File: src/rtl/bus_terminal_fifo.sv
// Bus endpoint with a TX FIFO that the arbiter drains through pndng/pop/D_pop and an
// address-filtered RX FIFO that the bus fills through push/D_push. Both FIFOs are first-word fall-through.

module bus_terminal_fwft #(
   parameter int unsigned width = 16,
   parameter int unsigned depth = 8
) (
   input  logic                       clk,
   input  logic                       rst_n,
   input  logic                       push_req,
   input  logic [width-1:0]           push_data,
   input  logic                       pop_req,
   output logic [width-1:0]           head,
   output logic [$clog2(depth+1)-1:0] count,
   output logic                       empty,
   output logic                       dropped
);

   localparam int unsigned ptr_w = $clog2(depth);
   localparam int unsigned cnt_w = $clog2(depth+1);

   logic [width-1:0] mem_q [depth];
   logic [ptr_w-1:0] wr_ptr_q, wr_ptr_d;
   logic [ptr_w-1:0] rd_ptr_q, rd_ptr_d;
   logic [cnt_w-1:0] count_q, count_d;
   logic             full;
   logic             do_push;
   logic             do_pop;

   // NOTE: every signal written here gets a default on entry, so no path can leave a latch behind.
   always_comb begin
      full     = (count_q == cnt_w'(depth));
      empty    = (count_q == '0);
      do_pop   = pop_req && !empty;
      // A pop in the same cycle frees the slot, so a full FIFO still accepts the write.
      do_push  = push_req && (!full || do_pop);
      dropped  = push_req && full && !do_pop;
      wr_ptr_d = wr_ptr_q;
      rd_ptr_d = rd_ptr_q;
      if (do_push) wr_ptr_d = wr_ptr_q + ptr_w'(1);
      if (do_pop)  rd_ptr_d = rd_ptr_q + ptr_w'(1);
      count_d  = count_q + cnt_w'(do_push) - cnt_w'(do_pop);
   end

   // NOTE: sequential state uses non-blocking assignments so all flops sample the same pre-edge values.
   always_ff @(posedge clk or negedge rst_n) begin
      if (!rst_n) begin
         wr_ptr_q <= '0;
         rd_ptr_q <= '0;
         count_q  <= '0;
      end else begin
         wr_ptr_q <= wr_ptr_d;
         rd_ptr_q <= rd_ptr_d;
         count_q  <= count_d;
      end
   end

   // NOTE: storage is deliberately not reset; the count gates every read, so stale words are never visible.
   always_ff @(posedge clk) begin
      if (do_push) mem_q[wr_ptr_q] <= push_data;
   end

   assign head  = empty ? '0 : mem_q[rd_ptr_q];
   assign count = count_q;

endmodule

module bus_terminal_fifo #(
   parameter int unsigned pckg_sz = 16,
   parameter int unsigned depth   = 8,
   parameter logic [7:0]  id      = 8'd0,
   parameter logic [7:0]  bdcst   = 8'hFF
) (
   input  logic                       clk,
   input  logic                       reset,
   input  logic                       wr_en,
   input  logic [pckg_sz-1:0]         wr_data,
   output logic                       tx_full,
   output logic [$clog2(depth+1)-1:0] tx_count,
   input  logic                       rd_en,
   output logic [pckg_sz-1:0]         rd_data,
   output logic                       rx_empty,
   output logic [$clog2(depth+1)-1:0] rx_count,
   output logic                       pndng,
   output logic [pckg_sz-1:0]         D_pop,
   input  logic                       pop,
   input  logic                       push,
   input  logic [pckg_sz-1:0]         D_push,
   output logic                       tx_ovf,
   output logic                       rx_ovf,
   output logic [7:0]                 drop_cnt
);

   localparam int unsigned cnt_w = $clog2(depth+1);

   logic       tx_empty;
   logic       tx_dropped;
   logic       rx_dropped;
   logic       addr_ok;
   logic       misaddr;
   logic       tx_ovf_q, tx_ovf_d;
   logic       rx_ovf_q, rx_ovf_d;
   logic [7:0] drop_cnt_q, drop_cnt_d;

   assign addr_ok = (D_push[pckg_sz-1 -: 8] == id) || (D_push[pckg_sz-1 -: 8] == bdcst);
   assign misaddr = push && !addr_ok;

   bus_terminal_fwft #(.width(pckg_sz), .depth(depth)) u_tx (
      .clk       (clk),
      .rst_n     (reset),
      .push_req  (wr_en),
      .push_data (wr_data),
      .pop_req   (pop),
      .head      (D_pop),
      .count     (tx_count),
      .empty     (tx_empty),
      .dropped   (tx_dropped)
   );

   bus_terminal_fwft #(.width(pckg_sz), .depth(depth)) u_rx (
      .clk       (clk),
      .rst_n     (reset),
      .push_req  (push && addr_ok),
      .push_data (D_push),
      .pop_req   (rd_en),
      .head      (rd_data),
      .count     (rx_count),
      .empty     (rx_empty),
      .dropped   (rx_dropped)
   );

   always_comb begin
      tx_ovf_d   = tx_ovf_q || tx_dropped;
      rx_ovf_d   = rx_ovf_q || rx_dropped;
      drop_cnt_d = drop_cnt_q;
      // Overflow and misaddress are mutually exclusive, so at most one increment per cycle.
      if ((rx_dropped || misaddr) && (drop_cnt_q != 8'hFF)) drop_cnt_d = drop_cnt_q + 8'd1;
   end

   always_ff @(posedge clk or negedge reset) begin
      if (!reset) begin
         tx_ovf_q   <= 1'b0;
         rx_ovf_q   <= 1'b0;
         drop_cnt_q <= '0;
      end else begin
         tx_ovf_q   <= tx_ovf_d;
         rx_ovf_q   <= rx_ovf_d;
         drop_cnt_q <= drop_cnt_d;
      end
   end

   assign pndng    = !tx_empty;
   assign tx_full  = (tx_count == cnt_w'(depth));
   assign tx_ovf   = tx_ovf_q;
   assign rx_ovf   = rx_ovf_q;
   assign drop_cnt = drop_cnt_q;

endmodule

File: config.mk
export PLATFORM = sky130hd
export DESIGN_NAME = bus_terminal_fifo
export DESIGN_NICKNAME = d
export VERILOG_FILES = /design/src/rtl/bus_terminal_fifo.sv
export SDC_FILE = /design/constraint.sdc
export NUM_CORES = 1
export LEC_CHECK = 0
export CORE_MARGIN = 3
export CORE_UTILIZATION = 55
export DETAILED_ROUTE_END_ITERATION = 6
export PLACE_DENSITY = 0.76
export RECOVER_POWER = 25
export SYNTH_ARGS = -nofsm -noshare
export SYNTH_HDL_FRONTEND = slang
export SYNTH_SLANG_ARGS = --single-unit
File: constraint.sdc
create_clock -name clk -period 4.25 [get_ports clk]
set_clock_uncertainty 0.05 [all_clocks]
set_input_delay 0.85 -clock clk [delete_from_list [all_inputs] [get_ports clk]]
set_output_delay 0.85 -clock clk [all_outputs]
set_load 0.1 [all_outputs]
## Word-level counts from Yosys, hierarchy flattened

Memory sizes are Yosys's and may differ from the RTL's.
Cells that the tools add are included.

| operators by class | value |
|---|---|
| $add $sub $neg | 9 |
| multiply operators | 0 |
| div/mod/pow operators | 0 |
| magnitude comparators | 0 |
| eq/ne operators | 4 |
| shift operators | 0 |
| mux-type cells | 6 |
| bitwise operators | 0 |
| reductions and logical operators | 27 |

Operators by type and width:

| cell | count |
|---|---|
| 16-bit two-way mux | 2 |
| 3-bit by 1-bit adder with 3-bit output (second input constant) | 4 |
| 1-bit logical AND | 11 |
| 4-bit by 1-bit adder with 4-bit output | 2 |
| 8-bit by 1-bit adder with 8-bit output (second input constant) | 1 |
| 4-bit equality test (second input constant) | 2 |
| 8-bit equality test (second input constant) | 1 |
| 4-bit zero test | 2 |
| 8-bit zero test | 1 |
| 8-bit inequality test (second input constant) | 1 |
| 4-bit by 1-bit subtractor with 4-bit output | 2 |
| 1-bit zero test | 7 |
| 1-bit logical OR | 6 |
| 1-bit two-way mux | 4 |

| word-level totals | value |
|---|---|
| register bits | 30 |
| bits in latches | 0 |
| memory bits (writable) | 256 |
| memory bits (read-only) | 0 |
| input bits | 38 |
| output and inout bits | 53 |
| word-level logic and storage cells | 57 |
| memories kept | 2 |

Memory list:

| name | words | width | read ports | clocked after Yosys merged registers in | write ports | RTL line | text |
|---|---|---|---|---|---|---|---|
| u_rx.mem_q | 8 | 16 | 1 | 0 | 1 | 22 | `logic [width-1:0] mem_q [depth];` |
| u_tx.mem_q | 8 | 16 | 1 | 0 | 1 | 22 |  |

## Longest topological paths before layout

| logic depth | value |
|---|---|
| depth in word-level cells | 7 |
| mapped depth | 13 |
| mapped depth without buffers | 12 |

## Modules after synthesis

From an unflattened synthesis, not the netlist that was laid out.

| unflattened totals | value |
|---|---|
| cells, all modules | 556 |
| area, all modules | 11577.4 um^2 |

Modules (own cells, without submodules):

| module | times used | cells each | area each (um^2) | seq. area each (um^2) |
|---|---|---|---|---|
| bus_terminal_fwft | 2 | 251 | 5505.3 | 4093.9 |
| bus_terminal_fifo | 1 | 54 | 566.8 | 250.2 |

## Worst setup path after synthesis

OpenSTA, ideal clock, no wires.

| timing | value |
|---|---|
| path type | register to output |
| start point | reg u_rx.count_q[2] (netlist: u_rx.count[2]) |
| end point | out rd_data[10] |
| arrival | 3.698 ns |
| data required time | 3.350 ns |
| slack | -0.348 ns |
| cell stages (with the launch flop) | 7 |
| buffers on the path | 2 |
| path through | dfrtp_1 -> inv_1 -> ha_1 -> and2_1 -> buf_2 -> buf_1 -> nor2_1 |

| between the ends | value |
|---|---|
| longest elaborated chain between the ends | 2 |

Ends and longest elaborated chain:

| element | RTL line | text |
|---|---|---|
| start: declaration | 25 | `logic [cnt_w-1:0] count_q, count_d;` |
| start signal: assignment | 54 | `count_q <= count_d;` |
| 4-bit zero test | 33 | `empty = (count_q == '0);` |
| via rx_empty | 82 | `output logic rx_empty,` |
| 16-bit two-way mux | 63 | `assign head = empty ? '0 : mem_q[rd_ptr_q];` |
| end: declaration | 81 | `output logic [pckg_sz-1:0] rd_data,` |

The timed path passes the listed nets, and every way through them passes these cells.

## Worst setup path after layout

| timing | value |
|---|---|
| start point | reg u_tx.rd_ptr_q[0] |
| end point | out D_pop[5] |

| between the ends | value |
|---|---|
| longest elaborated chain between the ends | 2 |

Ends and longest elaborated chain:

| element | RTL line | text |
|---|---|---|
| start: declaration | 24 | `logic [ptr_w-1:0] rd_ptr_q, rd_ptr_d;` |
| start signal: assignment | 53 | `rd_ptr_q <= rd_ptr_d;` |
| memory 8 x 16 bit | n/a |  |
| 16-bit two-way mux | 63 |  |
| end: declaration | 85 | `output logic [pckg_sz-1:0] D_pop,` |

Every way passes these cells.

==> results_dict.tcl <==
set metrics [dict create \
    drc 0 \
    slew_violations 0 \
    wl_per_cell_um 21.6 \
    synth_top_area_share_pct 67.2 \
    cp_data_arrival_time_ns 2.63 \
    cp.required_ns 3.35 \
    hold_violations 0 \
    syn-num-nets 626 \
    yosysUniqueCellTypes 40 \
    grt_util_all_layers_pct 19.6 \
    synth_xor_area_share_pct 1.45 \
    dp_hpwl_mm 13.7 \
    cts_hold_buf 0 \
    worst_path_largest_cell_delay_ns 0.73 \
    yosys.area.top_type "edfxtp_1" \
    status "finished, final reports clean" \
    synth_top_family_by_area "multiplexers" \
    port_buffers 90 \
    grt_pass1_vias 5992 \
    hp-class "flop to flop" \
    cts_tree "built" \
    syn_avg_cell_area_um2 20.1 \
    antenna_found_initial 2 \
    num_io_pins 91 \
    mostFrequentLayoutCell "edfxtp_1" \
    synth_seq_cells 286 \
    yosys_warnings 0 \
    antennaDiodeCount 0 \
    setup.worst_path.start_class "flop" \
    ant_nets 0 \
    cts_setup_buffers 0 \
    use_met3_pct 4.06 \
    crit_buf_inv 2 \
    die_w_um 150 \
    slew_headroom_pct 28.8 \
    top_usage_layer "met2" \
    synth-edff-count 256 \
    path_cells "buf_12, mux4_2, mux2i_1, nor2_1, buf_4" \
    async_flop_share_pct 10.5 \
    grt_max_degree 35 \
    wl_mm 21.2 \
    htreeDepth 1 \
    synth_area_leaders "edfxtp_1 67%, mux4_2 13%, dfrtp_1 6.6%" \
    cts.reportedPaths.clkPinSlew_ns 0.06 \
    areaGrowthSynthToFinish_pct 19.1 \
    critPathTopFamily "flip-flops" \
    gr-usage-met1_pct 25.0 \
    gp_congestion 0.785 \
    dp_slack_ns 0.666 \
    die_h_um 150 \
    final_nets 749 \
    worst_slack_ns 0.715 \
    clock_latency_ns 0.53 \
    path_max_fanout 18 \
    fin_crit_ns 3.53 \
    synth_fa_ha_area_share_pct 2.21 \
    grt_first_pass_wirelength_mm 33.9 \
    syn-cell-area_um2 11400 \
    worstSetupEndpointType "output port" \
    multi_input_area_um2 2830 \
    ys_seq_area_share_pct 73.7 \
    layout.cells.non_filler 980 \
    cts.sinks 286 \
    setup_viol_count_final 0 \
    coreArea_um2 20400 \
    max_freq_mhz 283 \
    layout-drive-gt1-share_pct 26.2 \
    num_vias 5579 \
    setup-tns-final_ns 0 \
    placed_cells 932 \
    avgViaCountPerCell 5.69 \
    yosys.area_share.simple_pct 4.10 \
    cts.repair.resized 0 \
    tightest_slew_ns 1.07 \
    rsz0062_at_grt "false" \
    synthMuxAreaShare_pct 15.9 \
    cts-root-buf "clkbuf_16" \
    cts_buffer_depth 3 \
    start_util_pct 56.2 \
    dieArea_um2 22600 \
    period_share_pct 83.2 \
    maxCapViolCount 0 \
    cts_buffers 28 \
    overflow 0 \
    path_class "flop to output port" \
    first_iter_violations 345 \
    layout_common_cells "256 x edfxtp_1, 64 x mux4_2, 59 x buf_4" \
    syn_inst 569 \
    synth-compound-area-share_pct 0.754 \
    ys.flop_type "edfxtp_1" \
    rows 52 \
    ff_latch_area_um2 8440 \
    fill_cells 1308 \
    first_pass_iters 7 \
    critPathSlowestCell "dfrtp_2" \
    use_met2_pct 34.9 \
]
[logic make-up (layout without fill, tap and decap cells)]
kind of cell	after synthesis	after routing
buf+inv	45	186
compound gates	9	9
fa+ha+maj	19	19
mux	101	101
flops	286	286
simple gates	90	90
xor+xnor	19	19
[layout make-up]
type / instances / area share, %
sequential: 286 / 61.9
multi-input combinational: 238 / 20.8
timing repair buffer: 118 / 7.81
clock buffer: 35 / 5.49
tap: 270 / 2.48
clock inverter: 13 / 0.946
inverter: 20 / 0.569
[cells in the mapped netlist (2+ instances only)]
master	count
a21o_1	2
a21oi_1	2
a31o_2	2
and2_1	3
buf_1	4
buf_2	12
buf_4	6
clkbuf_1	3
dfrtp_1	30
edfxtp_1	256
fa_1	2
ha_1	17
inv_1	19
mux2_2	4
mux2i_1	32
mux4_2	64
nand2_1	9
nand2b_1	5
nand3_1	5
nand4_1	3
nor2_1	41
nor3_1	6
nor3b_2	2
nor4_1	6
nor4b_1	2
xnor2_1	7
xor2_1	12
[per-stage QoR]
| step | hold slack (ns) | area [um^2] | utilization, % |
|---|---|---|---|
| after global placement | 0.415 | 12700 | 62.6 |
| after global routing | 0.452 | 13600 | 66.9 |
| after detailed placement | 0.427 | 12700 | 62.6 |
| after CTS | 0.444 | 13600 | 66.9 |
| final | 0.437 | 13600 | 66.9 |
| after floorplan | 0.430 | 11400 | - |
[flip-flops by register name, indices dropped and copies added (netlist names)]
| signal | cells |
|---|---|
| u_rx.wr_ptr_q | 3 |
| u_tx.wr_ptr_q | 3 |
| u_tx.mem_q | 128 |
| u_rx.rd_ptr_q | 3 |
| u_tx.rd_ptr_q | 3 |
| u_tx.count | 4 |
| rx_ovf | 1 |
| drop_cnt | 8 |
| tx_ovf | 1 |
| u_rx.mem_q | 128 |
| u_rx.count | 4 |
[worst paths after layout]
check | start | to | slack (ns) | cells past startpoint
worst max register to register | u_tx.count[2] | u_tx.count[1] | 1.21 | 12
worst max-delay path | u_tx.rd_ptr_q[0] | D_pop[5] | 0.72 | 5
worst min-delay path | tx_ovf | tx_ovf | 0.44 | 1
worst min register to register | tx_ovf | tx_ovf | 0.44 | 1
max in group asynchronous | reset | u_rx.rd_ptr_q[0] | 2.62 | 1
min in group asynchronous | reset | u_tx.count[2] | 0.83 | 1
[metal layers]
layer / wire length, um / vias to the layer above / part of all wire, %
li1: - / 2502 / -
met1: 8280 / 2887 / 39
met2: 11300 / 150 / 53
met3: 1230 / 36 / 5.8
met4: 379 / 4 / 1.8
met5: 25 / - / 0.12
[worst register-to-register path, stage by stage (launching register included)]
cell and delay (ns):
dfrtp_1 0.37, inv_1 0.10, ha_1 0.19, and2_1 0.71, inv_1 0.19, nand2_1 0.21, inv_1 0.07, ha_1 0.27
inv_1 0.06, ha_1 0.15, inv_1 0.05, fa_1 0.47, inv_1 0.04
Power is not shown: default switching activity piles up to over one toggle a cycle in this logic, so the estimate is an artifact.
